$ cat config.mk
export PLATFORM = sky130hd
export DESIGN_NAME = alu_arbiter
export DESIGN_NICKNAME = d
export VERILOG_FILES = /design/src/rtl/alu_arbiter.sv
export SDC_FILE = /design/constraint.sdc
export NUM_CORES = 1
export LEC_CHECK = 0
export ABC_AREA = 1
export ABC_CLOCK_PERIOD_IN_PS = 1850
export BUFFER_PORTS_ARGS = -buffer_cell sky130_fd_sc_hd__buf_4
export CORE_AREA = 2 2 123 125
export CTS_BUF_LIST = sky130_fd_sc_hd__clkbuf_8 sky130_fd_sc_hd__clkbuf_16
export CTS_CLUSTER_SIZE = 28
export DETAILED_ROUTE_END_ITERATION = 10
export DIE_AREA = 0 0 125 127
export GPL_TIMING_DRIVEN = 0
export PLACE_DENSITY = 0.7
export RECOVER_POWER = 25
export SLEW_MARGIN = 20
export SYNTH_ARGS = -nofsm -noshare
export SYNTH_HDL_FRONTEND = slang
export SYNTH_SLANG_ARGS = --single-unit
$ cat constraint.sdc
create_clock -name clk -period 1.85 [get_ports clk]
set_input_delay 0.0925 -clock clk [delete_from_list [all_inputs] [get_ports clk]]
set_output_delay 0.0925 -clock clk [all_outputs]
set_load 0.03 [all_outputs]
$ cat src/rtl/alu_arbiter.sv
// Two-requester front end for a single shared combinational ALU.
// One operation in flight: IDLE accepts, EXEC registers the ALU output, RESP holds it until consumed.
module alu_arbiter (
    input  logic        clk,
    input  logic        rst,
    input  logic        req0_valid,
    output logic        req0_ready,
    input  logic [31:0] req0_a,
    input  logic [31:0] req0_b,
    input  logic [3:0]  req0_op,
    input  logic        req1_valid,
    output logic        req1_ready,
    input  logic [31:0] req1_a,
    input  logic [31:0] req1_b,
    input  logic [3:0]  req1_op,
    output logic        resp0_valid,
    input  logic        resp0_ready,
    output logic [31:0] resp0_result,
    output logic        resp0_zero,
    output logic        resp1_valid,
    input  logic        resp1_ready,
    output logic [31:0] resp1_result,
    output logic        resp1_zero,
    output logic [31:0] alu_a,
    output logic [31:0] alu_b,
    output logic [3:0]  alu_ctrl,
    input  logic [31:0] alu_result,
    input  logic        alu_zero,
    output logic        busy
);

    typedef enum logic [1:0] {IDLE, EXEC, RESP} state_t;

    state_t      state_q, state_d;
    logic        prio_q, owner_q;
    logic [31:0] a_q, b_q, result_q;
    logic [3:0]  op_q;
    logic        zero_q;

    logic        gnt_any, gnt, accept, resp_hs;
    logic [31:0] sel_a, sel_b;
    logic [3:0]  sel_op;

    // NOTE: every signal assigned in always_comb gets a default first, so no path can infer a latch.
    always_comb begin
        state_d = state_q;
        gnt_any = req0_valid || req1_valid;
        // Round-robin only matters under contention; a lone requester always wins.
        gnt     = (req0_valid && req1_valid) ? prio_q : req1_valid;
        accept  = !rst && (state_q == IDLE) && gnt_any;
        resp_hs = (state_q == RESP) && (owner_q ? resp1_ready : resp0_ready);
        sel_a   = gnt ? req1_a  : req0_a;
        sel_b   = gnt ? req1_b  : req0_b;
        sel_op  = gnt ? req1_op : req0_op;

        case (state_q)
            IDLE:    if (accept)  state_d = EXEC;
            EXEC:                 state_d = RESP;
            RESP:    if (resp_hs) state_d = IDLE;
            default:              state_d = IDLE;
        endcase
    end

    // NOTE: sequential state uses non-blocking assignments so all registers update together at the edge.
    always_ff @(posedge clk) begin
        if (rst) begin
            state_q  <= IDLE;
            prio_q   <= 1'b0;
            owner_q  <= 1'b0;
            a_q      <= '0;
            b_q      <= '0;
            op_q     <= '0;
            result_q <= '0;
            zero_q   <= 1'b0;
        end else begin
            state_q <= state_d;
            if (accept) begin
                a_q     <= sel_a;
                b_q     <= sel_b;
                op_q    <= sel_op;
                owner_q <= gnt;
                prio_q  <= ~gnt;
            end
            if (state_q == EXEC) begin
                result_q <= alu_result;
                zero_q   <= alu_zero;
            end
        end
    end

    // Outputs are forced quiet while rst is high, before the first reset edge has landed.
    assign req0_ready   = accept && !gnt;
    assign req1_ready   = accept &&  gnt;
    assign resp0_valid  = !rst && (state_q == RESP) && !owner_q;
    assign resp1_valid  = !rst && (state_q == RESP) &&  owner_q;
    assign resp0_result = result_q;
    assign resp1_result = result_q;
    assign resp0_zero   = zero_q;
    assign resp1_zero   = zero_q;
    assign alu_a        = rst ? '0 : a_q;
    assign alu_b        = rst ? '0 : b_q;
    assign alu_ctrl     = rst ? '0 : op_q;
    assign busy         = !rst && (state_q != IDLE);

endmodule

== After elaboration in Yosys (flattened, before gate mapping) ==
Index checks and enable logic that the tools add are counted.

* Register bits: 105
* Bits of input ports: 175
* Word-level logic and storage cells: 41
* Output and inout port bits: 139

* Bitwise operators: 1
* Eq/ne operators: 4
* Reductions and logical operators: 17
* Multiplexer cells: 11

{| class="wikitable"
|+ Operators by type and width
! kind !! number
|-
| $mux W32 || 4
|-
| $logic_and A1 B1 Y1 || 10
|-
| $mux W4 || 2
|-
| $pmux W2 S3 || 1
|-
| $mux W2 || 2
|-
| $ne A2 B2 Y1 const B || 2
|-
| $logic_not A1 Y1 || 3
|-
| $eq A2 B1 Y1 const B || 1
|-
| $eq A2 B2 Y1 const B || 1
|-
| $logic_not A2 Y1 || 1
|-
| $mux W1 || 2
|-
| $reduce_and A2 Y1 || 1
|-
| $reduce_bool A2 Y1 || 1
|-
| $logic_or A1 B1 Y1 || 1
|-
| $not A1 Y1 || 1
|}

== Logic depth before layout (Yosys ltp) ==
Gate-level depths: netlist (run 1).

* Depth after elaboration: 5
* Depth in mapped cells: 9
* Gate-level depth less buffers: 7

== Least setup slack after synthesis (run 1) ==
OpenSTA, ideal clock, no wires.

* Kind: register to register
* Start point: reg state_q[1]
* End point: reg b_q[28]
* Setup slack: 0.533 ns
* Setup time: 0.062 ns
* Arrival time: 1.255 ns
* Stages on the path, launching flop included: 7
* Cell sequence: dfxtp_1 -> nor2_1 -> nand3_2 -> nor2_1 -> buf_2 -> nand2_1 -> nand3_1

* Word-level cells in the longest chain between the ends: 3

{| class="wikitable"
|+ Ends and longest elaborated chain
! what !! RTL line !! RTL
|-
| start, declared || 34 || <nowiki>state_t state_q, state_d;</nowiki>
|-
| start signal, assigned || 76 || <nowiki>state_q <= state_d;</nowiki>
|-
| $logic_not A2 Y1 || 50 || <nowiki>accept = !rst && (state_q == IDLE) && gnt_any;</nowiki>
|-
| $logic_and A1 B1 Y1 (2 in a row) || 50 ||
|-
| end signal, assigned || 79 || <nowiki>b_q <= sel_b;</nowiki>
|-
| end, declared || 36 || <nowiki>logic [31:0] a_q, b_q, result_q;</nowiki>
|}

Every way passes these cells.
A chain may end at the register's enable or synchronous reset.

== Worst setup path after layout (run 1) ==
* Start point: reg state_q[1]
* End point: out req1_ready

* Word-level cells in the longest chain between the ends: 4

{| class="wikitable"
|+ Ends and longest elaborated chain
! what !! RTL line !! RTL
|-
| $logic_not A2 Y1 || 50 ||
|-
| $logic_and A1 B1 Y1 (2 in a row) || 50 ||
|-
| $logic_and A1 B1 Y1 || 93 || <nowiki>assign req1_ready = accept && gnt;</nowiki>
|-
| end, declared || 12 || <nowiki>output logic req1_ready,</nowiki>
|}

Every way passes these cells.

==> results of run 1 <==
==> layout by cell type, fill, tap and decap left out <==
master,synthesis,final
a21oi_1,57,57
buf_1,5,5
buf_2,23,22
buf_4,39,291
clkbuf_1,23,83
clkbuf_16,0,9
clkbuf_4,0,1
clkinv_2,0,2
clkinvlp_4,0,1
dfxtp_1,105,105
dlygate4sd3_1,0,37
inv_1,75,79
inv_2,2,2
nand2_1,266,265
nand2_2,0,1
nand3_1,72,72
nand3_4,0,1
nor2_1,141,138
nor2_4,0,3
o21ai_0,33,33
o22ai_1,2,2
==> how the worst max path moves through the flow <==
stage | startpoint | endpoint | slack [ns] | cells past startpoint
floorplan | state_q[1]$_SDFFE_PP0P_ | b_q[28]$_SDFFE_PP0P_ | 0.53 | 6
global placement | state_q[0]$_SDFFE_PP0P_ | req1_ready | 0.03 | 5
detailed placement | state_q[1]$_SDFFE_PP0P_ | req1_ready | 0.04 | 5
CTS | prio_q$_SDFFE_PP0P_ | req0_ready | 0.01 | 7
global route | prio_q$_SDFFE_PP0P_ | req0_ready | 0.005 | 7
finish | state_q[1]$_SDFFE_PP0P_ | req1_ready | 0.11 | 5
==> final cells by class <==
type	instances	area [um2]
Timing Repair Buffer	349	2490
Fill cell	1519	6150
Multi-Input combinational cell	572	2390
Clock buffer	9	225
Clock inverter	7	32.5
Tap cell	184	230
Sequential cell	105	2100
Inverter	77	289
Buffer	90	515
==> where the power goes <==
group	leakage, uW	switching [uW]	total [uW]	internal [uW]
registers	0.000861	111	2570	2460
logic	0.00303	1210	2010	799
clock network	0.000140	837	1730	891
==> metrics by stage <==
step / setup WS (ns) / cells / total power (uW)
floorplan: 0.533 / 844 / 3800
CTS: 0.0136 / 1393 / 6460
detailed placement: 0.0436 / 1340 / 4660
finish: 0.114 / 1393 / 6300
global route: 0.00471 / 1393 / 6650
global placement: 0.0250 / 1340 / 4640
==> sequential cells by signal, summed over array words and instances, names as in the netlist <==
signal        cells
state_q           2
op_q              4
a_q              32
b_q              32
owner_q           1
resp0_result     32
resp0_zero        1
prio_q            1
==> per-layer routing <==
layer	vias to the layer above	global-route usage	wire length, um
li1	3273	-	-
met1	2818	0.277	7890
met2	266	0.407	9410
met3	31	0.0620	1540
met4	0	0.0837	469
met5	-	0	0
==> worst max-delay path, delay by kind of cell, from the launching register on <==
family                 cells  cell delay [ns]
buffers and inverters      2             0.43
AND/OR/NAND/NOR            3             0.53
flip-flops                 1             0.33
==> logic make-up (layout without fill, tap and decap cells) <==
logic type / after synthesis / in the layout / synth area share
AND/OR/NAND/NOR: 480 / 480 / 0.361
AO/OA/AOI/OAI: 92 / 92 / 0.0879
flip-flops: 105 / 105 / 0.399
buffers and inverters: 167 / 532 / 0.152
==> Yosys cell counts (all sizes together) <==
library cell / instances
nand2: 266
a21oi: 57
inv: 77
clkbuf: 23
nand3: 73
o22ai: 2
buf: 67
dfxtp: 105
o21ai: 33
nor2: 141
==> timing repair <==
item                                   in CTS  in global routing
setup endpoints to repair                   2                  1
hold buffers                               37                  0
pin swaps                                   0                  0
endpoints found under the hold margin      25                  0
resized for setup                           7                  2
==> metrics.log, run 1 <==
INFO  metric result_of_the_run = finished, final reports clean
INFO  metric synth_seq_cells = 105
INFO  metric cts.repair_timing.setup_buffer_count = 0
INFO  metric vias_per_cell = 4.59
INFO  metric tns = 0 ns
INFO  metric routed_wire_length_per_instance = 13.9 um
INFO  metric finalHoldViolations = 0
INFO  metric syn-cell-area = 0.00527 mm2
INFO  metric min_period_over_period = 0.938
INFO  metric clock_tree.buffer_depth = 2
INFO  metric vias = 6388
INFO  metric synth.net_count = 1019
INFO  metric cp_cell_sequence = nor2_4 > nand3_4 > nor2_4 > buf_2 > buf_4
INFO  metric synth.yosys.seq_area_share = 0.399
INFO  metric final_net_count = 1379
INFO  metric drt_pass_1_iters = 5
INFO  metric timing.rr.end = a_q[14]$_SDFFE_PP0P_
INFO  metric final-max-slew-violation-count = 0
INFO  metric timing.fmax = 576 MHz
INFO  metric worstPathArrival = 1.64 ns
INFO  metric leakage = 0.00403 uW
INFO  metric die_area = 0.0159 mm2
INFO  metric io_buffers = 312
INFO  metric critPathLaunchType = flop
INFO  metric timing.max_slew.rel_slack = 0.612
INFO  metric final.hold.worst_slack = 0.00864 ns
INFO  metric htree_num_levels = 3
INFO  metric ys_types = 14
INFO  metric final_critical_period = 1.74 ns
INFO  metric core.rowCount = 44
INFO  metric tritoncts_num_sinks = 105
INFO  metric power_per_cell_area = 762 mW/mm2
INFO  metric min_to = resp0_result[12]$_SDFFE_PP0N_
INFO  metric drt_drc_violations_left = 0
INFO  metric number_of_buffers_inserted_during_clock_tree_synthesis = 9
INFO  metric clock_latency = 0.34 ns
INFO  metric placeableCoreArea = 0.0144 mm2
INFO  metric post-route-util = 0.574
INFO  metric criticalPathCategory = flop to output pin
INFO  metric worstPathRequired = 1.76 ns
INFO  metric cts_tree = done
INFO  metric critical_path_peak_fanout = 10
INFO  metric synth_top_cell_by_area = dfxtp_1
INFO  metric crit_path_top_delay_cell = dfxtp_1
INFO  metric hold_depth = 3
INFO  metric first_global_vias = 6035
INFO  metric n_antenna_cell = 0
INFO  metric hold_class = input port to flop
INFO  metric post-synth-top-area-fraction = 0.399
INFO  metric rrSetupSlack = 0.21 ns
INFO  metric grt_first_pass_wirelength = 29700 um
INFO  metric crit-reg2reg-launch = state_q[1]$_SDFFE_PP0P_
INFO  metric antenna_found_initial = 0
INFO  metric synth.avg_cell_area = 6.24 um2
INFO  metric drive_gt1_frac = 0.275
INFO  metric detailedPlacementHpwl = 14600 um
INFO  metric hold_path_startpoint = alu_result[12]
INFO  metric stdcell_area = 0.00828 mm2
INFO  metric vertical_extent_of_the_die = 127 um
INFO  metric maxCapViolations = 0
INFO  metric area_growth_syn_to_layout = 57.2%
INFO  metric unrepaired_setup_endpoints_after_global_routing = no
INFO  metric worst_r2r_path_depth = 6
INFO  metric ranking_of_synthesized_cells_by_area = dfxtp_1 (40%), nand2_1 (19%), nor2_1 (10%), nand3_1 (6.8%), buf_4 (5.6%)
INFO  metric clock_slew_at_reported_path_ffs = 0.07 ns
INFO  metric drt_wl_total = 19300 um
INFO  metric globalplace.congestion = 0.880
INFO  metric setup_viol = 0
INFO  metric io_pins = 314
INFO  metric grt_start_max_net_pins = 16
INFO  metric peakVddDrop = 0.379 mV
INFO  metric worstSetupEndpointType = output pin
INFO  metric initial_util = 0.365
INFO  metric synthCells = 844
INFO  metric tightestPinTransition = 0.582 ns
INFO  metric crit_path_frequent_cell = nor2_4
INFO  metric global_route.usage.total = 0.233
INFO  metric die_w = 125 um
INFO  metric critical_path.max_stage_delay = 0.33 ns
INFO  metric clock-skew-final = 0.00592 ns
INFO  metric synth_warnings = 0
INFO  metric detailedRoute.firstIterationViolations = 224
INFO  metric root_buffer = clkbuf_16
INFO  metric gr-total-overflow = 0
INFO  metric place_area = 0.00784 mm2
INFO  metric detail-route-antenna-nets = 0
Power figures use the tool's default switching activity.
==> run 2, diff against run 1 <==
Settings changed: CORE_AREA 2 2 123 125 to default, CORE_MARGIN from default to 10, CORE_UTILIZATION from default to 47, DIE_AREA 0 0 125 127 to default, PLACE_DENSITY 0.7 to 0.87.
==> metrics.log, run 2 (synthesis gave the netlist of run 1 again) <==
INFO  metric criticalPathCategory = flop to output pin
INFO  metric clock_tree.buffer_depth = 2 (unchanged)
INFO  metric detailedPlacementHpwl = 16900 um (+16%)
INFO  metric n_antenna_cell = 0 (unchanged)
INFO  metric area.sequential = 0.00210 mm2 (unchanged)
INFO  metric clock-skew-final = 0.0115 ns (+0.00554 ns)
INFO  metric core.rowCount = 38 (-14%)
INFO  metric leakage = 0.00408 uW (+1.1%)
INFO  metric finalHoldViolations = 0 (unchanged)
INFO  metric cp_cell_sequence = inv_1 > nand2_1 > nand2_2 > inv_1 > nor2_2 > buf_4 > buf_4
INFO  metric first_global_vias = 6665 (+10%)
INFO  metric clock_slew_at_reported_path_ffs = 0.10 ns (+0.03 ns)
INFO  metric io_buffers = 312 (unchanged)
INFO  metric cts_tree = done
INFO  metric vertical_extent_of_the_die = 126 um (-0.91%)
INFO  metric clock_latency = 0.35 ns (about the same)
INFO  metric timing.max_slew.rel_slack = 0.641 (+0.0288)
INFO  metric critical_path.max_stage_delay = 0.32 ns (about the same)
INFO  metric critPathLaunchType = flop
INFO  metric die_w = 126 um (+0.67%)
INFO  metric timing.fmax = 554 MHz (-3.8%)
INFO  metric gr-total-overflow = 0 (unchanged)
INFO  metric global_route.usage.total = 0.266 (+0.0333)
INFO  metric grt_first_pass_wirelength = 34500 um (+16%)
INFO  metric worstPathArrival = 1.71 ns (+0.07 ns)
INFO  metric setup_viol = 0 (unchanged)
INFO  metric power_per_cell_area = 760 mW/mm2 (-0.18%)
INFO  metric vias = 6679 (+4.6%)
INFO  metric worstSetupEndpointType = output pin
INFO  metric vias_per_cell = 4.90 (+6.9%)
INFO  metric tritoncts_num_sinks = 105 (unchanged)
INFO  metric place_area = 0.00778 mm2 (-0.70%)
INFO  metric hold_class = input port to flop
INFO  metric result_of_the_run = finished, final reports clean
INFO  metric final.hold.worst_slack = 0.0259 ns (+0.0173 ns)
INFO  metric root_buffer = clkbuf_8
INFO  metric htree_num_levels = 3 (unchanged)
INFO  metric number_of_buffers_inserted_during_clock_tree_synthesis = 9 (unchanged)
INFO  metric globalplace.congestion = 0.890 (+1.1%)
INFO  metric drt_wl_total = 22800 um (+18%)
INFO  metric peakVddDrop = 0.520 mV (+37%)
INFO  metric multi_input_area = 0.00237 mm2 (-1.0%)
INFO  metric layout.cells.non_filler = 1362 (-2.2%)
INFO  metric n_fill_cell = 904 (-40%)
INFO  metric fin_total_pwr = 6330 uW (+0.39%)
INFO  metric routed_wire_length_per_instance = 16.8 um (+21%)
INFO  metric die_area = 0.0158 mm2 (-0.25%)
INFO  metric tightestPinTransition = 0.539 ns (-0.0432 ns)
INFO  metric drive_gt1_frac = 0.274 (-0.00129)
INFO  metric placeableCoreArea = 0.0109 mm2 (-25%)
INFO  metric final_critical_period = 1.81 ns (+0.0693 ns)
INFO  metric grt_start_max_net_pins = 16 (unchanged)
INFO  metric worstPathRequired = 1.76 ns (about the same)
INFO  metric maxCapViolations = 0 (unchanged)
INFO  metric detailedRoute.firstIterationViolations = 355 (+58%)
INFO  metric final_net_count = 1394 (+1.1%)
INFO  metric drt_drc_violations_left = 0 (unchanged)
INFO  metric stdcell_area = 0.00832 mm2 (+0.57%)
INFO  metric area_growth_syn_to_layout = 58.1%
INFO  metric min_period_over_period = 0.976 (+0.0374)
INFO  metric antenna_found_initial = 0 (unchanged)
INFO  metric placed_cells = 1296 (-3.3%)
INFO  metric initial_util = 0.484 (+0.119)
INFO  metric io_pins = 314 (unchanged)
INFO  metric detail-route-antenna-nets = 0 (unchanged)
INFO  metric drt_pass_1_iters = 6 (+1)
INFO  metric mostFrequentLayoutCells = buf_4 (294), nand2_1 (265), nor2_1 (139)
INFO  metric final-max-slew-violation-count = 0 (unchanged)
INFO  metric critical_path_peak_fanout = 10 (unchanged)
INFO  metric crit_path_top_delay_cell = dfxtp_1
INFO  metric mostFrequentLayoutCell = buf_4
INFO  metric rrSetupSlack = 0.15 ns (-0.06 ns)
## run 2: changes by cell type in the layout (fill, tap and decap cells not counted), moves of 2 or more
| cell | delta |
|---|---|
| inv_1 | -3 |
| clkbuf_16 | -9 |
| nor2_4 | -3 |
| buf_4 | +3 |
| nor2_2 | +2 |
| clkbuf_8 | +10 |
| dlygate4sd3_1 | +14 |
| clkinv_2 | -2 |
| bufinv_16 | +3 |
## run 2: layout make-up
| cell class | count | area share |
|---|---|---|
| tap | 140 | 0.0210 |
| clock inverter | 4 | 0.0113 |
| inverter | 77 | 0.0347 |
| clock buffer | 10 | 0.0165 |
| sequential | 105 | 0.253 |
| timing repair buffer | 364 | 0.317 |
| buffer | 90 | 0.0622 |
| multi-input combinational | 572 | 0.285 |
## run 2: final timing paths
kind	start	end	cells past startpoint
setup / recovery	prio_q$_SDFFE_PP0P_	req0_ready	7
hold / removal	alu_result[18]	resp0_result[18]$_SDFFE_PP0N_	3
setup reg to reg	prio_q$_SDFFE_PP0P_	a_q[14]$_SDFFE_PP0P_	8
hold reg to reg	b_q[25]$_SDFFE_PP0P_	b_q[25]$_SDFFE_PP0P_	2
## run 2: power breakdown
part	internal [uW]	leakage, uW	switching [uW]
registers	2460	0.000861	119
clock network	919	0.000120	757
logic	820	0.00310	1260
total	4190	0.00408	2130
## run 2: stage by stage
stage          setup TNS (ns)  worst slack, ns  utilization
2_1_floorplan               0            0.533            -
3_3_place_gp                0           0.0757        0.715
3_5_place_dp                0            0.110        0.715
4_1_cts                     0           0.0449        0.784
5_1_grt               -0.0126          -0.0126        0.764
6_report                    0           0.0448        0.764
## run 2: what timing repair did
item                                   in CTS  in global routing
hold buffers                               51                  0
pin swaps                                   1                  0
endpoints found under the hold margin      39                  0
setup buffers                               1                  0
resized for setup                           3                  2
setup endpoints to repair                   2                  3
## run 2: routing by layer
| metal | share of wire | wire length [um] | GRT usage | vias up |
|---|---|---|---|---|
| li1 | - | - | - | 3306 |
| met1 | 0.37 | 8350 | 0.276 | 2979 |
| met2 | 0.50 | 11300 | 0.474 | 333 |
| met3 | 0.10 | 2330 | 0.0994 | 61 |
| met4 | 0.037 | 845 | 0.112 | 0 |
| met5 | 0 | 0 | 0 | - |
## run 2: critical path, delay by kind of cell (launching register included)
kind / cells / cell delay, ns
simple gates: 3 / 0.49
buf+inv: 4 / 0.55
flops: 1 / 0.32
==> run 3, diff against run 2 <==
Settings changed: ABC_AREA 1 to default.
==> metrics.log, run 3 <==
INFO  metric finalWorstSetupSlack = 0.131 ns (+0.0857 ns)
INFO  metric vias = 6614 (-0.97%)
INFO  metric worstSetupEndpointType = flop
INFO  metric grt_first_pass_wirelength = 38200 um (+11%)
INFO  metric htree_num_levels = 3 (unchanged)
INFO  metric initial_util = 0.477 (-0.00627)
INFO  metric placed_cells = 1101 (-15%)
INFO  metric power.switching = 2260 uW (+6.1%)
INFO  metric maxCapViolations = 0 (unchanged)
INFO  metric area_growth_syn_to_layout = 69.0%
INFO  metric detailedRoute.firstIterationViolations = 504 (+42%)
INFO  metric power_frac_clock = 0.227 (-0.038)
INFO  metric worstPathRequired = 2.14 ns (+0.38 ns)
INFO  metric die_w = 124 um (-1.1%)
INFO  metric syn-cell-area = 0.00513 mm2 (-2.6%)
INFO  metric worstPathArrival = 2.01 ns (+0.30 ns)
INFO  metric grt_start_max_net_pins = 20 (+4)
INFO  metric clock_tree.buffer_depth = 2 (unchanged)
INFO  metric synth.yosys.seq_area_share = 0.410 (+0.0106)
INFO  metric synth_top_cell_by_area = dfxtp_1
INFO  metric drt_pass_1_iters = 5 (-1)
INFO  metric detail-route-antenna-nets = 0 (unchanged)
INFO  metric mostFrequentLayoutCell = buf_4
INFO  metric detailedPlace.worstSlack = 0.170 ns (+0.0593 ns)
INFO  metric drive_gt1_frac = 0.346 (+0.0718)
INFO  metric ys_top_cells_by_count = nand2_1 (144), dfxtp_1 (105), a21oi_1 (91)
INFO  metric final-max-slew-violation-count = 0 (unchanged)
INFO  metric result_of_the_run = finished, final reports clean
INFO  metric critical_path_peak_fanout = 17 (+7)
INFO  metric core.rowCount = 38 (unchanged)
INFO  metric routed_wire_length_per_instance = 20.5 um (+22%)
INFO  metric clock_latency = 0.37 ns (+0.02 ns)
INFO  metric die_area = 0.0155 mm2 (-2.2%)
INFO  metric drt_drc_violations_left = 0 (unchanged)
INFO  metric first_global_vias = 6982 (+4.8%)
INFO  metric clock-skew-final = 0.0199 ns (+0.00846 ns)
INFO  metric grt_most_used_layer = met2
INFO  metric synth_seq_cells = 105 (unchanged)
INFO  metric grt_use_met3 = 0.121 (+0.0214)
INFO  metric setup_viol = 0 (unchanged)
INFO  metric finalHoldViolations = 0 (unchanged)
INFO  metric min_period_over_period = 0.929 (-0.0463)
INFO  metric synth-edff-count = 0 (unchanged)
INFO  metric p_int = 3930 uW (-6.2%)
INFO  metric layout.cells.non_filler = 1221 (-10%)
INFO  metric synth_warnings = 0 (unchanged)
INFO  metric seq_power_share = 0.420 (+0.013)
INFO  metric timing.max_slew.rel_slack = 0.507 (-0.134)
INFO  metric vertical_extent_of_the_die = 124 um (-1.1%)
INFO  metric peakVddDrop = 0.530 mV (+1.9%)
INFO  metric synth.net_count = 824 (-19%)
INFO  metric timing.fmax = 582 MHz (+5.0%)
INFO  metric n_fill_cell = 681 (-25%)
INFO  metric use_met1 = 0.299 (+0.0227)
INFO  metric tightestPinTransition = 0.740 ns (+0.201 ns)
INFO  metric clock_slew_at_reported_path_ffs = 0.12 ns (+0.02 ns)
INFO  metric ys_types = 25 (+11)
INFO  metric groute.layer.met2.usage = 0.514 (+0.0397)
INFO  metric mostFrequentLayoutCells = buf_4 (289), nand2_1 (144), dfxtp_1 (105), dlygate4sd3_1 (105), a21oi_1 (91)
INFO  metric leakage = 0.00381 uW (-6.5%)
INFO  metric hold_class = input port to flop
INFO  metric vias_per_cell = 5.42 (+10%)
INFO  metric cts_tree = done
INFO  metric global_route.usage.total = 0.302 (+0.0355)
INFO  metric criticalPathCategory = flop to flop
INFO  metric combPwrFrac = 0.353 (+0.025)
INFO  metric final_net_count = 1251 (-10%)
INFO  metric io_pins = 314 (unchanged)
INFO  metric io_buffers = 312 (unchanged)
INFO  metric number_of_buffers_inserted_during_clock_tree_synthesis = 9 (unchanged)
INFO  metric most_repeated_cell_in_the_gate_level_netlist_after_synthesis = nand2_1
INFO  metric drt_wl_total = 25000 um (+9.4%)
INFO  metric n_antenna_cell = 0 (unchanged)
INFO  metric antenna_found_initial = 0 (unchanged)
INFO  metric switching_power_as_a_share_of_total_power = 0.365 (+0.0282)
INFO  metric synth.avg_cell_area = 7.90 um2 (+27%)
INFO  metric tritoncts_num_sinks = 105 (unchanged)
INFO  metric critPathLaunchType = flop
INFO  metric multi_input_area = 0.00252 mm2 (+6.3%)
INFO  metric root_buffer = clkbuf_8
INFO  metric detailedPlacementHpwl = 16300 um (-3.7%)
INFO  metric unrepaired_setup_endpoints_after_global_routing = yes
INFO  metric ranking_of_synthesized_cells_by_area = dfxtp_1 (41%), nand2_1 (11%), a211oi_2 (9.8%), a21oi_1 (8.9%), nor2b_1 (8.4%)
INFO  metric final_critical_period = 1.72 ns (-0.0857 ns)
INFO  metric placeableCoreArea = 0.0107 mm2 (-1.3%)
INFO  metric async_flop_share = 0 (unchanged)
INFO  metric power_per_cell_area = 715 mW/mm2 (-6.0%)
INFO  metric gr-total-overflow = 0 (unchanged)
INFO  metric globalplace.congestion = 0.874 (-1.8%)
INFO  metric synthCells = 649 (-23%)
INFO  metric yosys_most_used_dff = dfxtp_1
INFO  metric area.sequential = 0.00210 mm2 (unchanged)
INFO  metric post-synth-top-area-fraction = 0.410 (+0.0106)
## run 3: cell types whose count changed in the layout (fill, tap and decap cells not counted), sizes merged, moves of 4 or more
cell         delta
nor2b          +69
a31oi           +9
a21oi          +34
o21ai          -30
nand3          -73
dlygate4sd3    +54
nor2           -72
nand2         -122
a211oi         +56
mux2i           +4
inv            -74
## run 3: critical path, cell delays in order, from the launching register on
cell,delay (ns)
dfxtp_1,0.40
nor2_4,0.19
nand3b_4,0.24
inv_2,0.14
buf_6,0.15
buf_4,0.18
nor2_1,0.07
a211oi_2,0.25
## run 3: logic make-up (layout without fill, tap and decap cells)
kind of cell | count (synthesis) | count (layout) | synth area share
and+or+nand+nor | 290 | 290 | 0.254
AOI/OAI and AO/OA | 161 | 161 | 0.227
DFF | 105 | 105 | 0.410
buffers and inverters | 89 | 521 | 0.101
muxes | 4 | 4 | 0.00781
## run 3: final cells by class
| type | instances | share of cell area |
|---|---|---|
| buffer | 87 | 0.0595 |
| clock buffer | 9 | 0.0143 |
| clock inverter | 7 | 0.00693 |
| inverter | 1 | 0.000433 |
| multi-input combinational | 455 | 0.290 |
| sequential | 105 | 0.242 |
| tap | 140 | 0.0202 |
| timing repair buffer | 417 | 0.366 |
## run 3: timing repair
item / 4_1_cts / 5_1_grt
hold buffers: 105 / 0
setup endpoints to repair: 2 / 2
hold endpoints to repair: 96 / 0
resized for setup: 1 / 5
setup buffers: 0 / 0
pin swaps: 0 / 1
## run 3: power by group through the flow
stage,Combinational [uW],Sequential (uW),Clock [uW]
after global routing,2330,2620,1480
final,2190,2600,1410
after CTS,2190,2580,1390
after floorplan,1110,2700,0
after global placement,1970,2630,0
after detailed placement,2000,2630,0
## run 3: final timing paths
kind                            slack (ns)                     from              endpoint  cells past startpoint
worst max-delay path                  0.13  state_q[1]$_SDFFE_PP0P_  a_q[26]$_SDFFE_PP0P_                      7
worst min register to register        0.46     a_q[22]$_SDFFE_PP0P_  a_q[22]$_SDFFE_PP0P_                      2
worst max register to register        0.13  state_q[1]$_SDFFE_PP0P_  a_q[26]$_SDFFE_PP0P_                      7
worst min-delay path                  0.01               req1_op[0]  op_q[0]$_SDFFE_PP0P_                      3
## run 3: routing by layer
metal  part of all wire  vias up  routed length, um
li1                   -     2969                  -
met1               0.34     3092               8420
met2               0.49      438              12200
met3               0.11      115               2710
met4              0.067        0               1680
met5                  0        -                  0
## run 3: metrics by stage
stage / TNS [ns] / util / total power, uW / cell area, um2 / hold WS [ns]
floorplan: 0 / - / 3810 / 5130 / 0.228
detailed placement: 0 / 0.712 / 4630 / 7650 / 0.349
global placement: 0 / 0.712 / 4600 / 7650 / 0.341
global route: -0.00354 / 0.807 / 6430 / 8670 / 0.00669
CTS: 0 / 0.827 / 6170 / 8890 / 0.00192
finish: 0 / 0.807 / 6200 / 8670 / 0.0139
